$ cat src/rtl/match_round_controller.sv
// -----------------------------------------------------------------------------
// match_round_controller
//
// Best-of-N match sequencer for the fighting game. A free-running divider
// produces a one-clock game tick. Every phase transition, countdown and score
// update happens only in tick cycles, so the whole match runs in game time
// instead of clock time.
//
// Phases: INTRO (round_reset held) -> FIGHT (fight_en held) -> KO -> either
// the next round's INTRO or MATCH_OVER. Holding restart_req for HOLD_TICKS
// consecutive ticks restarts the match from any phase.
//
// Ports
//   clk          : system clock
//   reset        : asynchronous, active-low reset
//   restart_req  : level restart request, synchronous to clk
//   health_1/2   : player health, 0 means knocked out
//   tick         : one-clock game-tick pulse
//   round_reset  : high throughout INTRO, clears round-scoped blocks
//   fight_en     : high only during FIGHT
//   state        : 0 INTRO, 1 FIGHT, 2 KO, 3 MATCH_OVER
//   round_num    : current round, 1-based
//   wins_1/2     : round wins per player, saturating at ROUNDS_TO_WIN
//   round_winner : 0 none, 1 P1, 2 P2, 3 draw (last decided round)
//   winner       : 0 in progress, 1 P1, 2 P2, 3 match draw
//   time_left    : ticks remaining in the current fight
// -----------------------------------------------------------------------------
module match_round_controller #(
    parameter int TICK_DIV      = 2500000,
    parameter int HEALTH_W      = 9,
    parameter int ROUNDS_TO_WIN = 2,
    parameter int MAX_ROUNDS    = 5,
    parameter int ROUND_TICKS   = 1200,
    parameter int INTRO_TICKS   = 60,
    parameter int KO_TICKS      = 60,
    parameter int HOLD_TICKS    = 40,
    parameter int TIME_W        = 11
) (
    input  logic                clk,
    input  logic                reset,
    input  logic                restart_req,
    input  logic [HEALTH_W-1:0] health_1,
    input  logic [HEALTH_W-1:0] health_2,
    output logic                tick,
    output logic                round_reset,
    output logic                fight_en,
    output logic [2:0]          state,
    output logic [3:0]          round_num,
    output logic [3:0]          wins_1,
    output logic [3:0]          wins_2,
    output logic [1:0]          round_winner,
    output logic [2:0]          winner,
    output logic [TIME_W-1:0]   time_left
);

    // The phase counter is shared by INTRO and KO, so it is sized for the
    // longer of the two.
    localparam int PHASE_MAX = (INTRO_TICKS > KO_TICKS) ? INTRO_TICKS : KO_TICKS;
    localparam int PHASE_W   = $clog2(PHASE_MAX + 1);
    localparam int HOLD_W    = $clog2(HOLD_TICKS + 1);
    localparam int DIV_W     = $clog2(TICK_DIV);

    typedef enum logic [2:0] {
        ST_INTRO      = 3'd0,
        ST_FIGHT      = 3'd1,
        ST_KO         = 3'd2,
        ST_MATCH_OVER = 3'd3
    } state_t;

    state_t              state_q, state_d;
    logic [DIV_W-1:0]    div_q, div_d;
    logic                tick_q, tick_d;
    logic [PHASE_W-1:0]  phase_q, phase_d;
    logic [HOLD_W-1:0]   hold_q, hold_d;
    logic [3:0]          round_q, round_d;
    logic [3:0]          wins1_q, wins1_d;
    logic [3:0]          wins2_q, wins2_d;
    logic [1:0]          rwin_q, rwin_d;
    logic [2:0]          winner_q, winner_d;
    logic [TIME_W-1:0]   time_q, time_d;
    logic                round_reset_q, round_reset_d;
    logic                fight_en_q, fight_en_d;
    logic                decided;

    // Win counters stop at the target so a stray extra win cannot wrap them.
    function automatic logic [3:0] sat_inc(input logic [3:0] value);
        return (value < 4'(ROUNDS_TO_WIN)) ? value + 4'd1 : value;
    endfunction

    // Next-state logic. The divider runs every clock; everything else only
    // advances in the tick cycle. A completed restart hold overrides any
    // transition the current phase would otherwise make.
    always_comb begin
        state_d   = state_q;
        phase_d   = phase_q;
        hold_d    = hold_q;
        round_d   = round_q;
        wins1_d   = wins1_q;
        wins2_d   = wins2_q;
        rwin_d    = rwin_q;
        winner_d  = winner_q;
        time_d    = time_q;
        decided   = 1'b0;

        div_d  = (div_q == DIV_W'(TICK_DIV - 1)) ? '0 : div_q + DIV_W'(1);
        tick_d = (div_d == DIV_W'(TICK_DIV - 1));

        if (tick_q) begin
            hold_d = restart_req ? hold_q + HOLD_W'(1) : '0;

            if (restart_req && (hold_q == HOLD_W'(HOLD_TICKS - 1))) begin
                state_d  = ST_INTRO;
                phase_d  = '0;
                hold_d   = '0;
                round_d  = 4'd1;
                wins1_d  = 4'd0;
                wins2_d  = 4'd0;
                rwin_d   = 2'd0;
                winner_d = 3'd0;
                time_d   = TIME_W'(ROUND_TICKS);
            end else begin
                case (state_q)
                    ST_INTRO: begin
                        if (phase_q == PHASE_W'(INTRO_TICKS - 1)) begin
                            state_d = ST_FIGHT;
                            phase_d = '0;
                            time_d  = TIME_W'(ROUND_TICKS);
                        end else begin
                            phase_d = phase_q + PHASE_W'(1);
                        end
                    end

                    // A double KO is checked first so neither player scores.
                    // The clock only runs out after a full tick at zero.
                    ST_FIGHT: begin
                        decided = 1'b1;
                        if ((health_1 == '0) && (health_2 == '0)) begin
                            rwin_d = 2'd3;
                        end else if (health_1 == '0) begin
                            rwin_d  = 2'd2;
                            wins2_d = sat_inc(wins2_q);
                        end else if (health_2 == '0) begin
                            rwin_d  = 2'd1;
                            wins1_d = sat_inc(wins1_q);
                        end else if (time_q == '0) begin
                            if (health_1 > health_2) begin
                                rwin_d  = 2'd1;
                                wins1_d = sat_inc(wins1_q);
                            end else if (health_2 > health_1) begin
                                rwin_d  = 2'd2;
                                wins2_d = sat_inc(wins2_q);
                            end else begin
                                rwin_d = 2'd3;
                            end
                        end else begin
                            time_d  = time_q - TIME_W'(1);
                            decided = 1'b0;
                        end

                        if (decided) begin
                            state_d = ST_KO;
                            phase_d = '0;
                        end
                    end

                    // When the round limit is hit without a clear match
                    // winner, the match goes to whoever has more wins.
                    ST_KO: begin
                        if (phase_q == PHASE_W'(KO_TICKS - 1)) begin
                            phase_d = '0;
                            if (wins1_q == 4'(ROUNDS_TO_WIN)) begin
                                winner_d = 3'd1;
                                state_d  = ST_MATCH_OVER;
                            end else if (wins2_q == 4'(ROUNDS_TO_WIN)) begin
                                winner_d = 3'd2;
                                state_d  = ST_MATCH_OVER;
                            end else if (round_q == 4'(MAX_ROUNDS)) begin
                                if (wins1_q > wins2_q) begin
                                    winner_d = 3'd1;
                                end else if (wins2_q > wins1_q) begin
                                    winner_d = 3'd2;
                                end else begin
                                    winner_d = 3'd3;
                                end
                                state_d = ST_MATCH_OVER;
                            end else begin
                                round_d = round_q + 4'd1;
                                state_d = ST_INTRO;
                            end
                        end else begin
                            phase_d = phase_q + PHASE_W'(1);
                        end
                    end

                    ST_MATCH_OVER: begin
                    end

                    default: begin
                        state_d = ST_INTRO;
                        phase_d = '0;
                    end
                endcase
            end
        end

        round_reset_d = (state_d == ST_INTRO);
        fight_en_d    = (state_d == ST_FIGHT);
    end

    // State and registered outputs.
    always_ff @(posedge clk or negedge reset) begin
        if (!reset) begin
            state_q       <= ST_INTRO;
            div_q         <= '0;
            tick_q        <= 1'b0;
            phase_q       <= '0;
            hold_q        <= '0;
            round_q       <= 4'd1;
            wins1_q       <= 4'd0;
            wins2_q       <= 4'd0;
            rwin_q        <= 2'd0;
            winner_q      <= 3'd0;
            time_q        <= TIME_W'(ROUND_TICKS);
            round_reset_q <= 1'b1;
            fight_en_q    <= 1'b0;
        end else begin
            state_q       <= state_d;
            div_q         <= div_d;
            tick_q        <= tick_d;
            phase_q       <= phase_d;
            hold_q        <= hold_d;
            round_q       <= round_d;
            wins1_q       <= wins1_d;
            wins2_q       <= wins2_d;
            rwin_q        <= rwin_d;
            winner_q      <= winner_d;
            time_q        <= time_d;
            round_reset_q <= round_reset_d;
            fight_en_q    <= fight_en_d;
        end
    end

    assign tick         = tick_q;
    assign round_reset  = round_reset_q;
    assign fight_en     = fight_en_q;
    assign state        = state_q;
    assign round_num    = round_q;
    assign wins_1       = wins1_q;
    assign wins_2       = wins2_q;
    assign round_winner = rwin_q;
    assign winner       = winner_q;
    assign time_left    = time_q;

endmodule

$ cat config.mk
export PLATFORM = sky130hd
export DESIGN_NAME = match_round_controller
export DESIGN_NICKNAME = d
export VERILOG_FILES = /design/src/rtl/match_round_controller.sv
export SDC_FILE = /design/constraint.sdc
export NUM_CORES = 1
export LEC_CHECK = 0
export CAP_MARGIN = 10
export CORE_ASPECT_RATIO = 0.75
export CORE_MARGIN = 8
export CORE_UTILIZATION = 50
export CTS_CLUSTER_DIAMETER = 120
export DETAILED_ROUTE_END_ITERATION = 10
export GPL_TIMING_DRIVEN = 0
export HOLD_SLACK_MARGIN = 0.1
export PLACE_DENSITY = 0.76
export RECOVER_POWER = 25
export SLEW_MARGIN = 5
export SYNTH_ARGS = -nofsm -noshare
export SYNTH_HDL_FRONTEND = slang
export SYNTH_SLANG_ARGS = --single-unit
$ cat constraint.sdc
create_clock -name clk -period 3.4 [get_ports clk]
set_clock_uncertainty 0.2 [all_clocks]
set_input_delay 0.68 -clock clk [delete_from_list [all_inputs] [get_ports clk]]
set_output_delay 0.68 -clock clk [all_outputs]
set_load 0.01 [all_outputs]
==> results.cfg, run 1 <==
[power_and_ir_drop]
power.static_leakage_nw = 2.09
total_switching_power_uw = 344
p_per_area_mw_per_mm2 = 317
combinationalPowerShare_pct = 4.6
clkPwrFrac_pct = 43.2
internal_power_mw = 1.18
swShare_pct = 22.5
power.sequential.fraction_pct = 52.2
ir_drop_v = 0.000191

[finish]
area_used_by_multi_input_combinational_logic_sq_mm = 0.00212
layout.filler_cells = 686
final_core_util_pct = 61.7
post_route_cells_drive_above_1_share_pct = 8.25
nNetsFinal = 537
area.growth.synth_to_final_pct = 21.3
stdcell_area_sq_mm = 0.00482
num_antenna_cells = 0
final-seq-area_sq_mm = 0.00168

[clock_tree]
cts-resized-gates = 0
cts_tree = done
cts.reportedPaths.clkPinSlew_ns = 0.07
cts_num_sinks = 67
worst_skew_pair.late_latency_ns = 0.35
cts_max_path_buffers = 2
cts_htree_levels = 3
cts_post_setup_buffers_inserted = 0
clk_root_buffer_cell = sky130_fd_sc_hd__clkbuf_8
cts_hold_fix_bufs = 0
cts_buffers = 9

[worst_hold_path]
min_path_cells = 1
hold-path-endpoint = winner[0]
hold_path_startpoint = winner[0]
min_path_type = reg2reg

[logic_synthesis]
synth_top_family_by_area = simple AND/OR/NAND/NOR gates
yosys_most_used_dff = sky130_fd_sc_hd__dfrtp_1
synth-adder-area-share_pct = 7.56
synth_area_per_cell_sq_um = 9.25
synthesis.nets = 474
syn-cell-area_sq_mm = 0.00397
synth_xor_xnor_area_share_pct = 6.84
syn-instance-count = 429
synthMuxAreaShare_pct = 0.756
synth.distinct_cells = 58
synth_area_in_compound_gates_pct = 11.8
synth-simple-area-share_pct = 26.3
synth_sequential_area_ratio_pct = 42.4
synth_edf_count = 0
ys.warnings.count = 0
async_reset_ff_share_pct = 100
ys_ff_latch = 67

[placement]
hpwl_mm = 7.11
place_congestion = 0.877
area_post_placement_sq_mm = 0.00463
dp_slack_ns = -0.235
port_buffers = 53

[floorplanning]
floorplan.die.width_microns = 119
die-area_sq_mm = 0.0111
start_util_pct = 50.8
die-height_microns = 93.2
io_pins = 55
fp.coreArea_sq_mm = 0.00781
placement_rows = 28

[sta]
setup_repair_after_global_routing_missed_its_margin = false
count_of_pins_over_their_slew_limit = 68
achievable-frequency_ghz = 0.317
setup_viol = 0
timing.final.hold_violations = 0
final_tns_setup_ns = 0
fin_crit_ns = 3.16
layout_worst_path_cycle_share_pct = 92.8
worst_margin_pin_slew_ns = 1.66
post-route-worst-setup-slack_ns = 0.243
slew_headroom_pct = -10.7

[worst_setup_path]
ff2ff_setup_slack_ns = 0.49
critical_setup_path_class = in2reg
crit_slowest_cell = sky130_fd_sc_hd__clkdlybuf4s50_1
setup.worst_path.start_class = input port
slowest_delay_ns = 0.58
required_ns = 3.42
crit_path_start = restart_req
rr_endpoint = tick
r2r.worst_path.cells = 9
timing.critical_path.to_type = register
cp_data_arrival_time_ns = 3.18
regToRegStartpoint = div_q[0]
timing.critical_path.fanout_max = 10
worstPathCellList = clkdlybuf4s50_1 -> nand2_1 -> or4_1 -> clkbuf_1 -> o31ai_1 -> o211a_1 -> nand4b_1 -> xor2_1 -> nor2_1

[route]
drtIter0Drc = 228
antenna_violating_nets_post_route = 0
detail_route.drc_violations = 0
totalWireLength_mm = 9.44
drt_pass1_iterations = 5
route.detailed.vias_per_inst = 5.66
via_count = 3409
post_drt_wl_per_cell_microns = 15.7

[status]
failed_checks = capacitance limit, slew limit
status = complete, but fails checks

[grt]
first_pass_grt_wire_length_mm = 16.0
grt_use_total_pct = 17.6
grt_remaining_overflow = 0
via_count_of_the_first_global_routing_pass = 3233
grt_max_degree = 68
grt_antenna_before_repair = 0

[run]
drv_cap = 1
==> metrics by stage <==
stage	hold slack (ns)	std cells	power, mW
after CTS	0.262	603	1.55
after detailed placement	0.287	587	0.884
after global routing	0.332	602	1.59
final	0.305	602	1.53
after floorplan	0.184	429	0.836
after global placement	0.288	587	0.882
==> cell families (layout without fill, tap and decap cells) <==
family                     Yosys count  count (layout)
AOI/OAI and AO/OA                   74              74
xor gates and xnor gates            31              31
adders and majority gates           24              24
buffers and inverters               40             108
DFF                                 67              67
muxes                                3               3
other                                1               1
and+or+nand+nor                    189             189
==> how the worst max path moves through the flow <==
stage / end / slack, ns / cells after the start
2_1_floorplan: wins_1[0] / 0.71 / 9
6_report: time_left[8] / 0.24 / 9
3_5_place_dp: time_left[9] / -0.24 / 10
5_1_grt: time_left[8] / 0.14 / 9
4_1_cts: time_left[9] / 0.14 / 10
3_3_place_gp: div_q[6] / -0.81 / 1
==> final cells by class <==
class / count / share of cell area [%]
multi-input cells: 322 / 43.9
repair buffers: 53 / 10.9
clock buffers: 11 / 2.94
well taps: 105 / 2.73
clock inverters: 5 / 1.09
flip-flops and latches: 67 / 35.0
inverters: 27 / 2.10
plain buffers: 12 / 1.35
==> worst max-delay path, delay by kind of cell <==
| kind | cells | cell delay [ns] |
|---|---|---|
| AOI/OAI and AO/OA | 2 | 0.70 |
| and+or+nand+nor | 4 | 0.80 |
| xor gates and xnor gates | 1 | 0.16 |
| buffers and inverters | 2 | 0.83 |
==> registers in the layout, indices dropped and copies added (netlist names), 2 cells and up <==
register / count
div_q: 22
phase_q: 6
wins_1: 4
state: 3
wins_2: 4
round_num: 4
hold_q: 6
winner: 2
time_left: 11
round_winner: 2
==> power groups by stage <==
stage | clock, mW | sequential [mW] | combinational (mW)
finish | 0.660 | 0.797 | 0.0710
CTS | 0.677 | 0.797 | 0.0724
floorplan | 0 | 0.812 | 0.0234
detailed placement | 0 | 0.812 | 0.0722
global placement | 0 | 0.812 | 0.0695
global route | 0.712 | 0.797 | 0.0811
==> cell usage after synthesis (2+ instances only) <==
master,count,share of area [%]
sky130_fd_sc_hd__dfrtp_1,61,38
sky130_fd_sc_hd__nor2_1,35,3.3
sky130_fd_sc_hd__nand2_1,34,3.2
sky130_fd_sc_hd__nand3_1,28,3.5
sky130_fd_sc_hd__inv_1,27,2.6
sky130_fd_sc_hd__o21ai_0,26,3.3
sky130_fd_sc_hd__ha_1,24,7.6
sky130_fd_sc_hd__xor2_1,19,4.2
sky130_fd_sc_hd__nand4_1,17,2.7
sky130_fd_sc_hd__nor3_1,17,2.1
sky130_fd_sc_hd__a21oi_1,13,1.6
sky130_fd_sc_hd__xnor2_1,12,2.6
sky130_fd_sc_hd__nor2b_1,9,1.4
sky130_fd_sc_hd__clkbuf_1,8,0.76
sky130_fd_sc_hd__nor4_1,7,1.1
sky130_fd_sc_hd__dfstp_2,6,4.0
sky130_fd_sc_hd__o31ai_1,6,1.1
sky130_fd_sc_hd__a22o_1,5,1.1
sky130_fd_sc_hd__a31oi_1,5,0.79
sky130_fd_sc_hd__and3_1,5,0.79
sky130_fd_sc_hd__and2_1,4,0.63
sky130_fd_sc_hd__nor3b_1,4,0.76
sky130_fd_sc_hd__or4_1,4,0.76
sky130_fd_sc_hd__a21boi_0,3,0.57
sky130_fd_sc_hd__buf_4,3,0.57
sky130_fd_sc_hd__mux2i_1,3,0.76
sky130_fd_sc_hd__nand4b_1,3,0.66
sky130_fd_sc_hd__o21a_1,3,0.57
sky130_fd_sc_hd__or2_2,3,0.47
sky130_fd_sc_hd__a211oi_1,2,0.38
sky130_fd_sc_hd__and3_2,2,0.38
sky130_fd_sc_hd__nand2b_1,2,0.32
sky130_fd_sc_hd__nand3_4,2,0.88
sky130_fd_sc_hd__nand3b_1,2,0.38
sky130_fd_sc_hd__nor4_2,2,0.63
==> per-layer routing <==
layer	global-route usage (%)	vias up	wire, microns
li1	-	1666	-
met1	24.0	1639	4600
met2	26.3	96	4210
met3	5.84	8	521
met4	4.72	0	114
met5	0	-	0
==> placed cells by master, fill, tap and decap left out, types with 3 or more instances in the layout <==
master                            Yosys  routed
sky130_fd_sc_hd__and3_1               5       5
sky130_fd_sc_hd__or4_1                4       4
sky130_fd_sc_hd__xnor2_1             12      12
sky130_fd_sc_hd__nor4_1               7       7
sky130_fd_sc_hd__or2_2                3       3
sky130_fd_sc_hd__a21oi_1             13      13
sky130_fd_sc_hd__nor3_1              17      17
sky130_fd_sc_hd__mux2i_1              3       3
sky130_fd_sc_hd__xor2_1              19      19
sky130_fd_sc_hd__nand4_1             17      17
sky130_fd_sc_hd__a31oi_1              5       5
sky130_fd_sc_hd__buf_4                3       3
sky130_fd_sc_hd__clkdlybuf4s50_1      0      52
sky130_fd_sc_hd__a22o_1               5       5
sky130_fd_sc_hd__nor2b_1              9       9
sky130_fd_sc_hd__inv_1               27      27
sky130_fd_sc_hd__ha_1                24      24
sky130_fd_sc_hd__nand4b_1             3       3
sky130_fd_sc_hd__nor3b_1              4       4
sky130_fd_sc_hd__clkbuf_8             0      10
sky130_fd_sc_hd__nand3_1             28      28
sky130_fd_sc_hd__o21a_1               3       3
sky130_fd_sc_hd__nor2_1              35      35
sky130_fd_sc_hd__nand2_1             34      34
sky130_fd_sc_hd__clkinv_2             0       3
sky130_fd_sc_hd__o21ai_0             26      26
sky130_fd_sc_hd__and2_1               4       4
sky130_fd_sc_hd__dfstp_2              6       6
sky130_fd_sc_hd__o31ai_1              6       6
sky130_fd_sc_hd__dfrtp_1             61      61
sky130_fd_sc_hd__a21boi_0             3       3
sky130_fd_sc_hd__clkbuf_1             8       8
Note: power is estimated with default switching activity, not from simulation.
==> run 2: changes to the inputs <==
--- a/config.mk
+++ b/config.mk
@@ -8,14 +8,14 @@
 export CAP_MARGIN = 10
 export CORE_ASPECT_RATIO = 0.75
 export CORE_MARGIN = 8
-export CORE_UTILIZATION = 50
+export CORE_UTILIZATION = 55
 export CTS_CLUSTER_DIAMETER = 120
 export DETAILED_ROUTE_END_ITERATION = 10
 export GPL_TIMING_DRIVEN = 0
 export HOLD_SLACK_MARGIN = 0.1
-export PLACE_DENSITY = 0.76
+export PLACE_DENSITY = 0.82
 export RECOVER_POWER = 25
-export SLEW_MARGIN = 5
+export SLEW_MARGIN = 0
 export SYNTH_ARGS = -nofsm -noshare
 export SYNTH_HDL_FRONTEND = slang
 export SYNTH_SLANG_ARGS = --single-unit
==> results.cfg, run 2 (synthesized netlist as in run 1, its figures left out) <==
[sta]
setup_viol = 0
fin_crit_ns = 3.26
count_of_pins_over_their_slew_limit = 68
timing.final.hold_violations = 0
achievable-frequency_ghz = 0.307
slew_headroom_pct = -8.41
setup_repair_after_global_routing_missed_its_margin = false
post-route-worst-setup-slack_ns = 0.140
worst_margin_pin_slew_ns = 1.63
layout_worst_path_cycle_share_pct = 95.9

[worst_setup_path]
rr_endpoint = wins_1[0]
cp_data_arrival_time_ns = 3.29
timing.critical_path.to_type = register
setup.worst_path.start_class = input port
required_ns = 3.43
regToRegStartpoint = time_left[3]
r2r.worst_path.cells = 6
ff2ff_setup_slack_ns = 0.40
timing.critical_path.fanout_max = 4
critical_setup_path_class = in2reg

[clock_tree]
cts_post_setup_buffers_inserted = 0
cts-resized-gates = 0
clk_root_buffer_cell = sky130_fd_sc_hd__clkbuf_8
cts_buffers = 9
cts_max_path_buffers = 2
cts_tree = done
cts_num_sinks = 67
cts.reportedPaths.clkPinSlew_ns = 0.07
cts_hold_fix_bufs = 0
worst_skew_pair.late_latency_ns = 0.35
cts_htree_levels = 3

[finish]
post_route_cells_drive_above_1_share_pct = 8.05
layout.filler_cells = 563
area_used_by_multi_input_combinational_logic_sq_mm = 0.00212
layout.cells.most_common = sky130_fd_sc_hd__dfrtp_1
final-seq-area_sq_mm = 0.00168
num_antenna_cells = 0
largest_register = div_q
layout_common_cells = sky130_fd_sc_hd__dfrtp_1 (61), sky130_fd_sc_hd__clkdlybuf4s50_1 (52), sky130_fd_sc_hd__nor2_1 (35)
area.growth.synth_to_final_pct = 20.9
largest_reg_flops = 22
final_core_util_pct = 69.6
nNetsFinal = 537

[status]
status = complete, but fails checks
failed_checks = capacitance limit, slew limit

[placement]
dp_slack_ns = -0.228
port_buffers = 53
place_congestion = 0.902
hpwl_mm = 7.44

[grt]
grt_use_total_pct = 20.3
grt_antenna_before_repair = 0
grt_remaining_overflow = 0
via_count_of_the_first_global_routing_pass = 3323
grt_max_degree = 68
first_pass_grt_wire_length_mm = 16.4

[worst_hold_path]
hold_path_startpoint = winner[1]
min_path_cells = 1
hold-path-endpoint = winner[1]
min_path_type = reg2reg

[floorplanning]
floorplan.die.width_microns = 114
io_pins = 55
fp.coreArea_sq_mm = 0.00690
die-area_sq_mm = 0.0102
placement_rows = 26
die-height_microns = 89.6
start_util_pct = 57.6

[route]
antenna_violating_nets_post_route = 0
post_drt_wl_per_cell_microns = 16.6
detail_route.drc_violations = 0
via_count = 3495
totalWireLength_mm = 9.85
drtIter0Drc = 251
route.detailed.vias_per_inst = 5.87
drt_pass1_iterations = 5

[run]
drv_cap = 1

[power_and_ir_drop]
ir_drop_v = 0.000221
power.static_leakage_nw = 2.09
p_per_area_mw_per_mm2 = 316
-- run 2: cell count changes in the layout (fill, tap and decap cells not counted) --
cell / delta
sky130_fd_sc_hd__clkinv_4: +1
sky130_fd_sc_hd__clkinvlp_4: -1
sky130_fd_sc_hd__clkbuf_8: -1
sky130_fd_sc_hd__clkbuf_1: +1
-- run 2: worst max path at each step --
stage	slack, ns	startpoint	cells past startpoint	endpoint
after floorplan	0.71	health_1[1]	9	wins_1[0]
after global placement	-0.77	reset	1	phase_q[5]
after detailed placement	-0.23	restart_req	10	time_left[3]
after CTS	0.14	restart_req	10	time_left[3]
after global routing	0.02	health_1[1]	10	wins_1[0]
final	0.14	health_1[1]	10	wins_1[0]
-- run 2: routing by layer --
| layer | GRT usage, % | routed length, microns |
|---|---|---|
| met3 | 6.08 | 715 |
| met1 | 27.0 | 4580 |
| met4 | 5.17 | 123 |
| met5 | 0 | 0 |
| met2 | 31.9 | 4440 |
-- run 2: area by class of cell --
| cell class | instances | area share, % |
|---|---|---|
| Buffer | 12 | 1.36 |
| Clock buffer | 11 | 2.74 |
| Clock inverter | 5 | 1.12 |
| Inverter | 27 | 2.11 |
| Multi-Input combinational cell | 322 | 44.1 |
| Sequential cell | 67 | 35.1 |
| Tap cell | 98 | 2.55 |
| Timing Repair Buffer | 53 | 10.9 |
-- run 2: power by group --
| part | switching [mW] | internal, mW | leakage (nW) |
|---|---|---|---|
| registers | 0 | 0.797 | 0.832 |
| clock network | 0.310 | 0.337 | 0.0971 |
| logic | 0.0392 | 0.0329 | 1.16 |
| total | 0.349 | 1.17 | 2.09 |
-- run 2: worst max-delay path: stages --
cell and delay [ns]:
sky130_fd_sc_hd__clkdlybuf4s50_1 0.51, sky130_fd_sc_hd__inv_1 0.05, sky130_fd_sc_hd__ha_1 0.31, sky130_fd_sc_hd__nor2b_1 0.14, sky130_fd_sc_hd__o21bai_1 0.13, sky130_fd_sc_hd__a31oi_1 0.15, sky130_fd_sc_hd__or4_1 0.50, sky130_fd_sc_hd__a21oi_1 0.36
sky130_fd_sc_hd__o21ai_0 0.18, sky130_fd_sc_hd__a22o_1 0.29
-- run 2: per-stage QoR --
step	hold WS, ns	cells	setup TNS (ns)	area [sq um]	total power [mW]
after floorplan	0.184	429	0	3970	0.836
after detailed placement	0.293	580	-1.51	4620	0.884
after CTS	0.262	596	0	4810	1.53
final	0.302	595	0	4800	1.52
after global placement	0.286	580	-47.29	4620	0.881
after global routing	0.317	595	0	4800	1.57
==> run 3: changes to the inputs <==
--- a/config.mk
+++ b/config.mk
@@ -8,12 +8,11 @@
 export CAP_MARGIN = 10
 export CORE_ASPECT_RATIO = 0.75
 export CORE_MARGIN = 8
-export CORE_UTILIZATION = 55
+export CORE_UTILIZATION = 54
 export CTS_CLUSTER_DIAMETER = 120
 export DETAILED_ROUTE_END_ITERATION = 10
-export GPL_TIMING_DRIVEN = 0
 export HOLD_SLACK_MARGIN = 0.1
-export PLACE_DENSITY = 0.82
+export PLACE_DENSITY = 0.81
 export RECOVER_POWER = 25
 export SLEW_MARGIN = 0
 export SYNTH_ARGS = -nofsm -noshare
==> results.cfg, run 3 (synthesized netlist as in run 1, its figures left out) <==
[clock_tree]
cts_num_sinks = 67
worst_skew_pair.late_latency_ns = 0.34
cts_hold_fix_bufs = 0
cts_htree_levels = 3
cts_tree = done
cts_post_setup_buffers_inserted = 0
cts.reportedPaths.clkPinSlew_ns = 0.07
clk_root_buffer_cell = sky130_fd_sc_hd__clkbuf_8
cts_max_path_buffers = 2
cts-resized-gates = 0
cts_buffers = 9

[placement]
placed_cells = 576
dp_slack_ns = 0.0685
port_buffers = 53
hpwl_mm = 7.23
place_congestion = 0.912
area_post_placement_sq_mm = 0.00460

[grt]
grt_antenna_before_repair = 0
grt_remaining_overflow = 0
grt_use_total_pct = 19.5
first_pass_grt_wire_length_mm = 16.7
grt_max_degree = 30
via_count_of_the_first_global_routing_pass = 3389

[power_and_ir_drop]
total_power_mw = 1.51
p_per_area_mw_per_mm2 = 317
ir_drop_v = 0.000279
power.static_leakage_nw = 2.07

[finish]
largest_reg_flops = 22
num_antenna_cells = 0
layout.cells.most_common = sky130_fd_sc_hd__dfrtp_1
largest_register = div_q
final_cells = 591
nNetsFinal = 531
post_route_cells_drive_above_1_share_pct = 7.35
final_core_util_pct = 66.0
stdcell_area_sq_mm = 0.00477
area.growth.synth_to_final_pct = 20.2
layout_common_cells = sky130_fd_sc_hd__dfrtp_1 (61), sky130_fd_sc_hd__clkdlybuf4s50_1 (52), sky130_fd_sc_hd__nor2_1 (35)

[floorplanning]
placement_rows = 27
die-area_sq_mm = 0.0104
die-height_microns = 90.3
fp.coreArea_sq_mm = 0.00723
floorplan.die.width_microns = 115
io_pins = 55
start_util_pct = 54.9

[worst_setup_path]
timing.critical_path.to_type = register
cp_data_arrival_time_ns = 3.04
setup.worst_path.start_class = input port
required_ns = 3.43
critical_setup_path_class = in2reg
timing.critical_path.fanout_max = 4

[route]
totalWireLength_mm = 9.64
via_count = 3394
drtIter0Drc = 181
route.detailed.vias_per_inst = 5.74
antenna_violating_nets_post_route = 0
post_drt_wl_per_cell_microns = 16.3
detail_route.drc_violations = 0
drt_pass1_iterations = 5

[sta]
achievable-frequency_ghz = 0.332
setup_repair_after_global_routing_missed_its_margin = false
setup_viol = 0
layout_worst_path_cycle_share_pct = 88.7
slew_headroom_pct = -5.82
final_tns_setup_ns = 0
count_of_pins_over_their_slew_limit = 30
timing.final.hold_violations = 0
post-route-worst-setup-slack_ns = 0.385
timing.hold.ws_ns = 0.308
worst_margin_pin_slew_ns = 1.59
fin_crit_ns = 3.02

[status]
failed_checks = capacitance limit, slew limit
status = complete, but fails checks

[worst_hold_path]
min_path_type = reg2reg

[run]
drv_cap = 1
==> run 3: cell type report <==
type                       instances  area, sq um
sequential                        67         1680
multi-input combinational        322         2120
timing repair buffer              59          558
fill                             596         2460
tap                              101          126
inverter                          27          101
clock inverter                     3         40.0
clock buffer                      12          145
==> run 3: critical path, cell delays in order <==
cell and delay [ns]:
sky130_fd_sc_hd__clkdlybuf4s50_1 0.49, sky130_fd_sc_hd__inv_1 0.05, sky130_fd_sc_hd__ha_1 0.30, sky130_fd_sc_hd__nand3_1 0.11
sky130_fd_sc_hd__o21bai_1 0.18, sky130_fd_sc_hd__a31oi_1 0.27, sky130_fd_sc_hd__o311ai_0 0.23, sky130_fd_sc_hd__a21oi_1 0.35
sky130_fd_sc_hd__o21ai_0 0.14, sky130_fd_sc_hd__a21o_1 0.23
==> run 3: path summary, 6_finish.rpt <==
path	end	cells past startpoint	from	slack [ns]
worst max-delay path	wins_2[0]	10	health_1[4]	0.38
worst min register to register	winner[1]	1	winner[1]	0.31
worst min-delay path	winner[1]	1	winner[1]	0.31
max in group asynchronous	hold_q[2]	2	reset	0.80
min in group asynchronous	time_left[0]	1	reset	0.52
worst max register to register	tick	7	div_q[0]	0.52
==> run 3: metal layers <==
| layer | track usage [%] | part of all wire (%) | vias up |
|---|---|---|---|
| li1 | - | - | 1652 |
| met1 | 27.6 | 49 | 1641 |
| met2 | 28.5 | 44 | 88 |
| met4 | 6.22 | 1.3 | 0 |
| met5 | 0 | 0 | - |
| met3 | 4.94 | 5.9 | 13 |
==> run 3: power by group <==
| part | total, mW | switching [mW] | internal (mW) |
|---|---|---|---|
| Combinational | 0.0721 | 0.0398 | 0.0323 |
| Sequential | 0.797 | 0 | 0.797 |
| Clock | 0.641 | 0.288 | 0.353 |
| Total | 1.51 | 0.328 | 1.18 |
